<file path="src/rtl/button_event_unit_if.sv">
// Signal bundle between the debouncer/traffic FSM side and button_event_unit.
// The master drives the debounced levels and the walk ack; the slave returns the events.
interface button_event_unit_if #(
    parameter int CNT_W = 8
);
    logic             reset_db_in;
    logic             walkRequest_db_in;
    logic             reprogram_db_in;
    logic             walk_clear_in;
    logic             soft_reset_out;
    logic             walk_pending_out;
    logic             reprogram_pulse_out;
    logic [CNT_W-1:0] walk_count_out;

    modport master (
        output reset_db_in, walkRequest_db_in, reprogram_db_in, walk_clear_in,
        input  soft_reset_out, walk_pending_out, reprogram_pulse_out, walk_count_out
    );

    modport slave (
        input  reset_db_in, walkRequest_db_in, reprogram_db_in, walk_clear_in,
        output soft_reset_out, walk_pending_out, reprogram_pulse_out, walk_count_out
    );
endinterface

</file>
<file path="src/rtl/button_event_unit.sv">
// Turns debounced button levels into registered events: sticky walk request,
// stretched soft reset and a rate-limited reprogram pulse.
//
// state      | meaning
// S_IDLE     | waiting for a reset button rising edge
// S_STRETCH  | soft reset asserted, counting down the stretch
// S_WAIT_REL | stretch done, waiting for the reset button to be released
module button_event_unit #(
    parameter int RESET_STRETCH = 16,
    parameter int HOLDOFF       = 64,
    parameter int CNT_W         = 8
) (
    input  logic                 clk,
    input  logic                 sys_reset,
    button_event_unit_if.slave   bus
);
    localparam int RS_W = (RESET_STRETCH > 1) ? $clog2(RESET_STRETCH) : 1;
    localparam int HO_W = $clog2(HOLDOFF + 1);
    localparam logic [RS_W-1:0]  STRETCH_LOAD = RS_W'(RESET_STRETCH - 1);
    localparam logic [HO_W-1:0]  HOLDOFF_LOAD = HO_W'(HOLDOFF);
    localparam logic [CNT_W-1:0] CNT_MAX      = {CNT_W{1'b1}};

    typedef enum logic [1:0] {S_IDLE, S_STRETCH, S_WAIT_REL} rst_state_e;

    rst_state_e       state_q;
    logic [RS_W-1:0]  stretch_cnt_q;
    logic             soft_reset_q;

    logic             reset_prev_q, walk_prev_q, rep_prev_q;
    logic             walk_pending_q, walk_pending_d;
    logic [CNT_W-1:0] walk_count_q, walk_count_d;
    logic             rep_pulse_q, rep_pulse_d;
    logic [HO_W-1:0]  holdoff_q, holdoff_d;

    logic reset_rise, walk_rise, rep_rise, in_stretch, walk_acc, rep_acc;

    assign reset_rise = bus.reset_db_in       & ~reset_prev_q;
    assign walk_rise  = bus.walkRequest_db_in & ~walk_prev_q;
    assign rep_rise   = bus.reprogram_db_in   & ~rep_prev_q;
    assign in_stretch = (state_q == S_STRETCH);
    assign walk_acc   = walk_rise & ~in_stretch;
    assign rep_acc    = rep_rise & ~in_stretch & (holdoff_q == '0);

    always_ff @(posedge clk or posedge sys_reset) begin
        if (sys_reset) begin
            state_q       <= S_IDLE;
            stretch_cnt_q <= '0;
            soft_reset_q  <= 1'b0;
        end else begin
            case (state_q)
                S_IDLE: begin
                    if (reset_rise) begin
                        state_q       <= S_STRETCH;
                        stretch_cnt_q <= STRETCH_LOAD;
                        soft_reset_q  <= 1'b1;
                    end
                end
                S_STRETCH: begin
                    if (stretch_cnt_q == '0) begin
                        state_q      <= S_WAIT_REL;
                        soft_reset_q <= 1'b0;
                    end else begin
                        stretch_cnt_q <= stretch_cnt_q - RS_W'(1);
                    end
                end
                S_WAIT_REL: begin
                    // A held button gives one stretch only; re-arm after release.
                    if (!bus.reset_db_in) state_q <= S_IDLE;
                end
                default: begin
                    state_q      <= S_IDLE;
                    soft_reset_q <= 1'b0;
                end
            endcase
        end
    end

    always_comb begin
        walk_pending_d = walk_pending_q;
        walk_count_d   = walk_count_q;
        rep_pulse_d    = 1'b0;
        holdoff_d      = holdoff_q;
        if (in_stretch) begin
            walk_pending_d = 1'b0;
            walk_count_d   = '0;
            holdoff_d      = '0;
        end else begin
            // A new request wins over a simultaneous clear so it is never lost.
            if (walk_acc)               walk_pending_d = 1'b1;
            else if (bus.walk_clear_in) walk_pending_d = 1'b0;
            if (walk_acc && walk_count_q != CNT_MAX)
                walk_count_d = walk_count_q + CNT_W'(1);
            if (rep_acc) begin
                rep_pulse_d = 1'b1;
                holdoff_d   = HOLDOFF_LOAD;
            end else if (holdoff_q != '0) begin
                holdoff_d = holdoff_q - HO_W'(1);
            end
        end
    end

    // Previous samples reset high so a level already asserted at release is not an edge.
    always_ff @(posedge clk or posedge sys_reset) begin
        if (sys_reset) begin
            reset_prev_q   <= 1'b1;
            walk_prev_q    <= 1'b1;
            rep_prev_q     <= 1'b1;
            walk_pending_q <= 1'b0;
            walk_count_q   <= '0;
            rep_pulse_q    <= 1'b0;
            holdoff_q      <= '0;
        end else begin
            reset_prev_q   <= bus.reset_db_in;
            walk_prev_q    <= bus.walkRequest_db_in;
            rep_prev_q     <= bus.reprogram_db_in;
            walk_pending_q <= walk_pending_d;
            walk_count_q   <= walk_count_d;
            rep_pulse_q    <= rep_pulse_d;
            holdoff_q      <= holdoff_d;
        end
    end

    assign bus.soft_reset_out      = soft_reset_q;
    assign bus.walk_pending_out    = walk_pending_q;
    assign bus.reprogram_pulse_out = rep_pulse_q;
    assign bus.walk_count_out      = walk_count_q;
endmodule

</file>
<file path="src/flat_wrapper.sv">
// flat-port wrapper written by rule: the top's interface ports become plain ports
module button_event_unit_flat 
#(
    parameter int RESET_STRETCH = 16,
    parameter int HOLDOFF       = 64,
    parameter int CNT_W         = 8
)
  (clk, sys_reset, bus_reset_db_in, bus_walkRequest_db_in, bus_reprogram_db_in, bus_walk_clear_in, bus_soft_reset_out, bus_walk_pending_out, bus_reprogram_pulse_out, bus_walk_count_out);
  button_event_unit_if #(.CNT_W(CNT_W)) bus_i ();
  input  logic clk;
  input  logic sys_reset;
  input wire logic [$bits(bus_i.reset_db_in)-1:0] bus_reset_db_in;
  input wire logic [$bits(bus_i.walkRequest_db_in)-1:0] bus_walkRequest_db_in;
  input wire logic [$bits(bus_i.reprogram_db_in)-1:0] bus_reprogram_db_in;
  input wire logic [$bits(bus_i.walk_clear_in)-1:0] bus_walk_clear_in;
  output wire logic [$bits(bus_i.soft_reset_out)-1:0] bus_soft_reset_out;
  output wire logic [$bits(bus_i.walk_pending_out)-1:0] bus_walk_pending_out;
  output wire logic [$bits(bus_i.reprogram_pulse_out)-1:0] bus_reprogram_pulse_out;
  output wire logic [$bits(bus_i.walk_count_out)-1:0] bus_walk_count_out;
  assign bus_i.reset_db_in = bus_reset_db_in;
  assign bus_i.walkRequest_db_in = bus_walkRequest_db_in;
  assign bus_i.reprogram_db_in = bus_reprogram_db_in;
  assign bus_i.walk_clear_in = bus_walk_clear_in;
  assign bus_soft_reset_out = bus_i.soft_reset_out;
  assign bus_walk_pending_out = bus_i.walk_pending_out;
  assign bus_reprogram_pulse_out = bus_i.reprogram_pulse_out;
  assign bus_walk_count_out = bus_i.walk_count_out;
  button_event_unit #(.RESET_STRETCH(RESET_STRETCH), .HOLDOFF(HOLDOFF), .CNT_W(CNT_W)) u_core (.clk(clk), .sys_reset(sys_reset), .bus(bus_i));
endmodule
</file>
<file path="config.mk">
export PLATFORM = sky130hd
export DESIGN_NAME = button_event_unit_flat
export DESIGN_NICKNAME = d
export VERILOG_FILES = /design/src/rtl/button_event_unit_if.sv /design/src/rtl/button_event_unit.sv /design/src/flat_wrapper.sv
export SDC_FILE = /design/constraint.sdc
export NUM_CORES = 1
export LEC_CHECK = 0
export CORE_MARGIN = 1.5
export CORE_UTILIZATION = 25
export CTS_CLUSTER_SIZE = 10
export DETAILED_ROUTE_END_ITERATION = 12
export RECOVER_POWER = 25
export SLEW_MARGIN = 25
export SYNTH_ARGS = -nofsm -noshare
export SYNTH_HDL_FRONTEND = slang
export SYNTH_SLANG_ARGS = --single-unit
</file>
<file path="constraint.sdc">
create_clock -name clk -period 2.17 [get_ports clk]
set_input_delay 0.3255 -clock clk [delete_from_list [all_inputs] [get_ports clk]]
set_output_delay 0.3255 -clock clk [all_outputs]
set_load 0.01 [all_outputs]
</file>
=== After elaboration in Yosys (flattened, before gate mapping) ===
Cells that the tools add are included.

* Flip-flop bits (word level): 27
* Word-level logic and storage cells: 63

* Add/subtract/negate cells: 3
* Equality and inequality tests: 7
* Multiplexer cells: 20
* Bitwise gates (word level): 11
* Reductions and logical operators: 12

{| class="wikitable"
|+ Operator list
! operator !! count
|-
| $mux W7 || 3
|-
| $mux W8 || 2
|-
| $reduce_and A3 Y1 || 3
|-
| $add A8 B1 Y8 const B || 1
|-
| $mux W4 || 2
|-
| $ne A8 B8 Y1 const B || 1
|-
| $pmux W4 S2 || 1
|-
| $logic_not A7 Y1 || 1
|-
| $mux W1 || 7
|-
| $reduce_bool A7 Y1 || 1
|-
| $sub A7 B1 Y7 const B || 1
|-
| $and A1 B1 Y1 || 6
|-
| $mux W2 || 3
|-
| $ne A2 B2 Y1 const B || 3
|-
| $pmux W2 S3 || 1
|-
| $reduce_bool A3 Y1 || 2
|-
| $not A1 Y1 || 5
|-
| $logic_not A4 Y1 || 1
|-
| $reduce_bool A2 Y1 || 2
|-
| $sub A4 B1 Y4 const B || 1
|-
| $pmux W1 S3 || 1
|-
| $eq A2 B1 Y1 const B || 1
|-
| $eq A2 B2 Y1 const B || 1
|-
| $logic_not A2 Y1 || 1
|-
| other kinds (2) || 2
|}

=== Logic depth before layout (Yosys ltp) ===
* Word-level depth: 6
* Mapped depth: 6
* Gate-level depth less buffers: 6

=== Worst setup path after synthesis ===
No wires, ideal clock.

* Kind: register to register
* Start: register u_core.walk_count_q[0], in the netlist u_core.bus.walk_count_out[0]
* End: register u_core.walk_count_q[5], in the netlist u_core.bus.walk_count_out[5]
* Setup time: 0.078 ns
* Data arrival time: 1.543 ns
* Data required time: 2.092 ns
* Setup slack: 0.548 ns
* Cell stages (with the launch flop): 6
* Buffers on the path: 0
* Period minus slack after synthesis: 1.622 ns
* Cell sequence: dfrtp_1 > ha_1 > nand3_1 > o2111ai_2 > or4_1 > a21oi_1

* Longest elaborated chain between the ends: 3
* Elaborated cells on any way between the ends: 6

{| class="wikitable"
|+ Ends and longest elaborated chain
! item !! line !! text
|-
| from (decl) || button_event_unit.sv:31 || <nowiki>logic [CNT_W-1:0] walk_count_q, walk_count_d;</nowiki>
|-
| from (signal assigned) || button_event_unit.sv:117 || <nowiki>walk_count_q <= walk_count_d;</nowiki>
|-
| $add A8 B1 Y8 / $ne A8 B8 Y1 (equally long branches) || button_event_unit.sv:92, button_event_unit.sv:91 ||
|-
| $mux W8 / $logic_and A1 B1 Y1 (equally long branches) || button_event_unit.sv:91 || <nowiki>if (walk_acc && walk_count_q != CNT_MAX)</nowiki>
|-
| $mux W8 / $reduce_bool A2 Y1 (equally long branches) || -- ||
|}

Several ways; a longest one is shown, not always the timed one. The select of a mux whose other input is x is not followed.
A chain may end at the register's enable or synchronous reset.

=== Worst setup path after layout ===
Ends and elaborated chain as after synthesis.

==> results.sh <==
export IMPL_result_of_the_run="finished, final reports clean"
export IMPL_number_of_antenna_violations_at_the_first_check_in_global_routing=0
export IMPL_synth_cell_types=39
export IMPL_number_of_global_route_vias_before_repair=930
export IMPL_globalplace_congestion=0.807
export IMPL_first_pass_grt_wire_length_um=4350
export IMPL_final_max_slew_viol_count=0
export IMPL_worstSkewPairLatency_ns=0.27
export IMPL_num_rows=25
export IMPL_grtUsageTotal=0.102
export IMPL_power_mw=1.80
export IMPL_initial_core_util=0.267
export IMPL_layout_worst_path_cycle_share=0.832
export IMPL_p_seq_frac=0.404
export IMPL_seq_area_frac_synth=0.525
export IMPL_maxCapViolCount=0
export IMPL_core_outline_area_sq_mm=0.00485
export IMPL_final_period_minus_worst_setup_slack_ns=1.81
export IMPL_final_nets=159
export IMPL_synth_top_family_by_area="simple AND/OR/NAND/NOR gates"
export IMPL_worst_pin_slew_ns=1.44
export IMPL_layout_drive_gt1_share=0.101
export IMPL_critical_path_max_fanout=10
export IMPL_grt_met3_usage=0.0281
export IMPL_final_common_cell="dfrtp_1"
export IMPL_antenna_cells=0
export IMPL_synth_cell_area_sq_mm=0.00129
export IMPL_worst_path_buf_inv=0
export IMPL_postCtsHoldBufs=0
export IMPL_static_leakage_power_nw=0.637
export IMPL_die_area_sq_mm=0.00562
export IMPL_clock_power_share=0.161
export IMPL_timing_worst_setup_path_type="reg -> reg"
export IMPL_min_delay_path_class="reg -> reg"
export IMPL_setup_repair_after_global_routing_missed_its_margin="no"
export IMPL_globalRouteMet1Util=0.136
export IMPL_dpl_hpwl_um=1720
export IMPL_synth_enable_flop_cells=0
export IMPL_drt_first_iter_violations=107
export IMPL_cellPowerDensity_mw_per_mm2=1130
export IMPL_drt_total_wl_um=2440
export IMPL_floorplan_die_height_um=74.9
export IMPL_dieWidth_um=74.9
export IMPL_timing_hold_violations_final=0
export IMPL_netSwitchingFraction=0.375
export IMPL_pre_cts_slack_ns=0.273
export IMPL_cts_root_buf="clkbuf_8"
export IMPL_layout_common_cells="24 x dfrtp_1, 13 x clkdlybuf4s50_1, 10 x nand3_1, 10 x nor2_1"
export IMPL_global_route_usage_met2=0.161
export IMPL_asyncSetResetFlopFracSynth=1.00
export IMPL_final_antenna_net_count=0
export IMPL_yosysWarningCount=0
export IMPL_crit_path_start_kind="flop"
export IMPL_adder_cell_fraction_of_synth_area=0.0290
export IMPL_detail_route_wl_per_cell_um=11.3
export IMPL_share_comb_of_total_power=0.435
export IMPL_critical_path_endpoint_type="flop"
export IMPL_cp_data_arrival_time_ns=2.01
export IMPL_cts_made_buffers=3
export IMPL_clock_sink_count=27
export IMPL_net_switching_power_figure_mw=0.675
export IMPL_cts_setup_buffers=0
export IMPL_int_pwr_mw=1.13
export IMPL_postSynthCellCount=129
export IMPL_top_usage_layer="met2"
export IMPL_yosys_area_share_simple=0.250
export IMPL_grt_overflow_total=0
export IMPL_fin_setup_tns_ns=0
export IMPL_clock_tree_buffer_depth=2
export IMPL_finalWorstSetupSlack_ns=0.365
export IMPL_reg2reg_setup_slack_ns=0.36
export IMPL_maximum_clock_frequency_mhz=554
export IMPL_tritoncts="built"
export IMPL_yosys_most_used_dff="dfrtp_1"
export IMPL_synth_xor_area_frac=0.00677
export IMPL_crit_required_ns=2.37
export IMPL_setup_viol_count_final=0
export IMPL_postSynthAreaPerCell_sq_um=10.0
export IMPL_via_per_inst=4.62
export IMPL_detailroute_via_count=998
export IMPL_port_buffers=16
export IMPL_htree_levels=1
export IMPL_floorplan_io_pins=17
export IMPL_synthesized_area_fraction_occupied_by_ao_oa_aoi_and_oai_cells=0.145
export IMPL_timing_clock_skew_ns=0.00434
export IMPL_cp_cell_sequence="ha_1 -> nand3_1 -> o2111ai_2 -> or4_1 -> a21oi_1"
export IMPL_grt_start_max_net_pins=28
export IMPL_worst_ir_drop_vdd_mv=0.518
export IMPL_maxSlewHeadroom=0.0417
export IMPL_ys_ff_latch=27
export IMPL_drt_first_pass_iters=4
export IMPL_route_detailed_drc=0
export IMPL_postCtsResizedCells=0
export IMPL_clk_pin_slew_worst_paths_ns=0.09
export IMPL_critPathSlowestCell="or4_1"
export IMPL_syn_nets=138
export IMPL_synth_mux_area_frac=0.00774
export IMPL_synthToLayoutAreaGrowth_pct=23.1
export IMPL_worst_path_largest_cell_delay_ns=0.56
export IMPL_crit_family="simple AND/OR/NAND/NOR gates"
==> worst reg2reg max path: cells and delay by family, from the launching register on <==
family / cells / cell delay, ns
fa+ha+maj: 1 / 0.25
flops: 1 / 0.43
simple gates: 2 / 0.67
compound gates: 2 / 0.39
==> power groups by stage <==
| stage | registers, mW | logic [mW] | clock network, mW |
|---|---|---|---|
| 2_1_floorplan | 0.724 | 0.604 | 0 |
| 3_3_place_gp | 0.737 | 0.782 | 0 |
| 3_5_place_dp | 0.738 | 0.795 | 0 |
| 4_1_cts | 0.729 | 0.802 | 0.303 |
| 5_1_grt | 0.748 | 0.905 | 0.324 |
| 6_report | 0.728 | 0.783 | 0.289 |
==> Yosys cell counts (all sizes together) (2+ instances only) <==
master  instances  area, sq um
dfrtp          24          601
nor2           10         37.5
nand2           9         33.8
inv             8         30.0
ha              3         37.5
o31ai           3         22.5
o21a            2         15.0
o21ai           8         43.8
or4             4         30.0
nand3          10         50.1
or2             3         21.3
a21oi          10         53.8
nand2b          6         37.5
nor3            2         10.0
clkbuf          3         11.3
or3             4         30.0
nor3b           2         15.0
dfstp           3         78.8
==> final cells by class <==
type	instances	area (sq um)
fillers	503	3260
flip-flops and latches	27	679
multi-input cells	90	568
repair buffers	20	186
well taps	67	83.8
clock buffers	4	45.0
inverters	8	30.0
==> stage by stage <==
step | instances | cell area, sq um | hold slack, ns | utilization
final | 216 | 1590 | 0.508 | 0.329
after global routing | 216 | 1590 | 0.549 | 0.329
after CTS | 216 | 1600 | 0.414 | 0.329
after detailed placement | 212 | 1550 | 0.498 | 0.320
after global placement | 212 | 1550 | 0.490 | 0.320
after floorplan | 129 | 1290 | 0.330 | -
==> final timing paths <==
| kind | depth (start not counted) | to | startpoint |
|---|---|---|---|
| setup / recovery | 5 | u_core.bus.walk_count_out[5] | u_core.bus.walk_count_out[0] |
| setup reg to reg | 5 | u_core.bus.walk_count_out[5] | u_core.bus.walk_count_out[0] |
| hold / removal | 1 | u_core.stretch_cnt_q[0] | u_core.stretch_cnt_q[0] |
| max in group asynchronous | 3 | u_core.holdoff_q[3] | sys_reset |
| min in group asynchronous | 3 | u_core.stretch_cnt_q[1] | sys_reset |
| hold reg to reg | 1 | u_core.stretch_cnt_q[0] | u_core.stretch_cnt_q[0] |
==> layer usage <==
metal,part of all wire,wire length [um]
met1,0.49,1200
met2,0.46,1110
met3,0.044,107
met4,0.0094,23
met5,0,0
==> flip-flops by register name, summed over array words and instances, names as in the netlist <==
register / cells
u_core.bus.walk_count_out: 8
u_core.holdoff_q: 7
u_core.stretch_cnt_q: 4
u_core.state_q: 2
u_core.bus.reprogram_pulse_out: 1
u_core.bus.soft_reset_out: 1
u_core.bus.walk_pending_out: 1
u_core.rep_prev_q: 1
u_core.reset_prev_q: 1
u_core.walk_prev_q: 1
==> cell families after synthesis <==
| family | Yosys count |
|---|---|
| adders and majority gates | 3 |
| AOI/OAI and AO/OA | 29 |
| xor gates and xnor gates | 1 |
| and+or+nand+nor | 56 |
| muxes | 1 |
| DFF | 27 |
| buffers and inverters | 12 |
(Power assumes the default switching activity.)
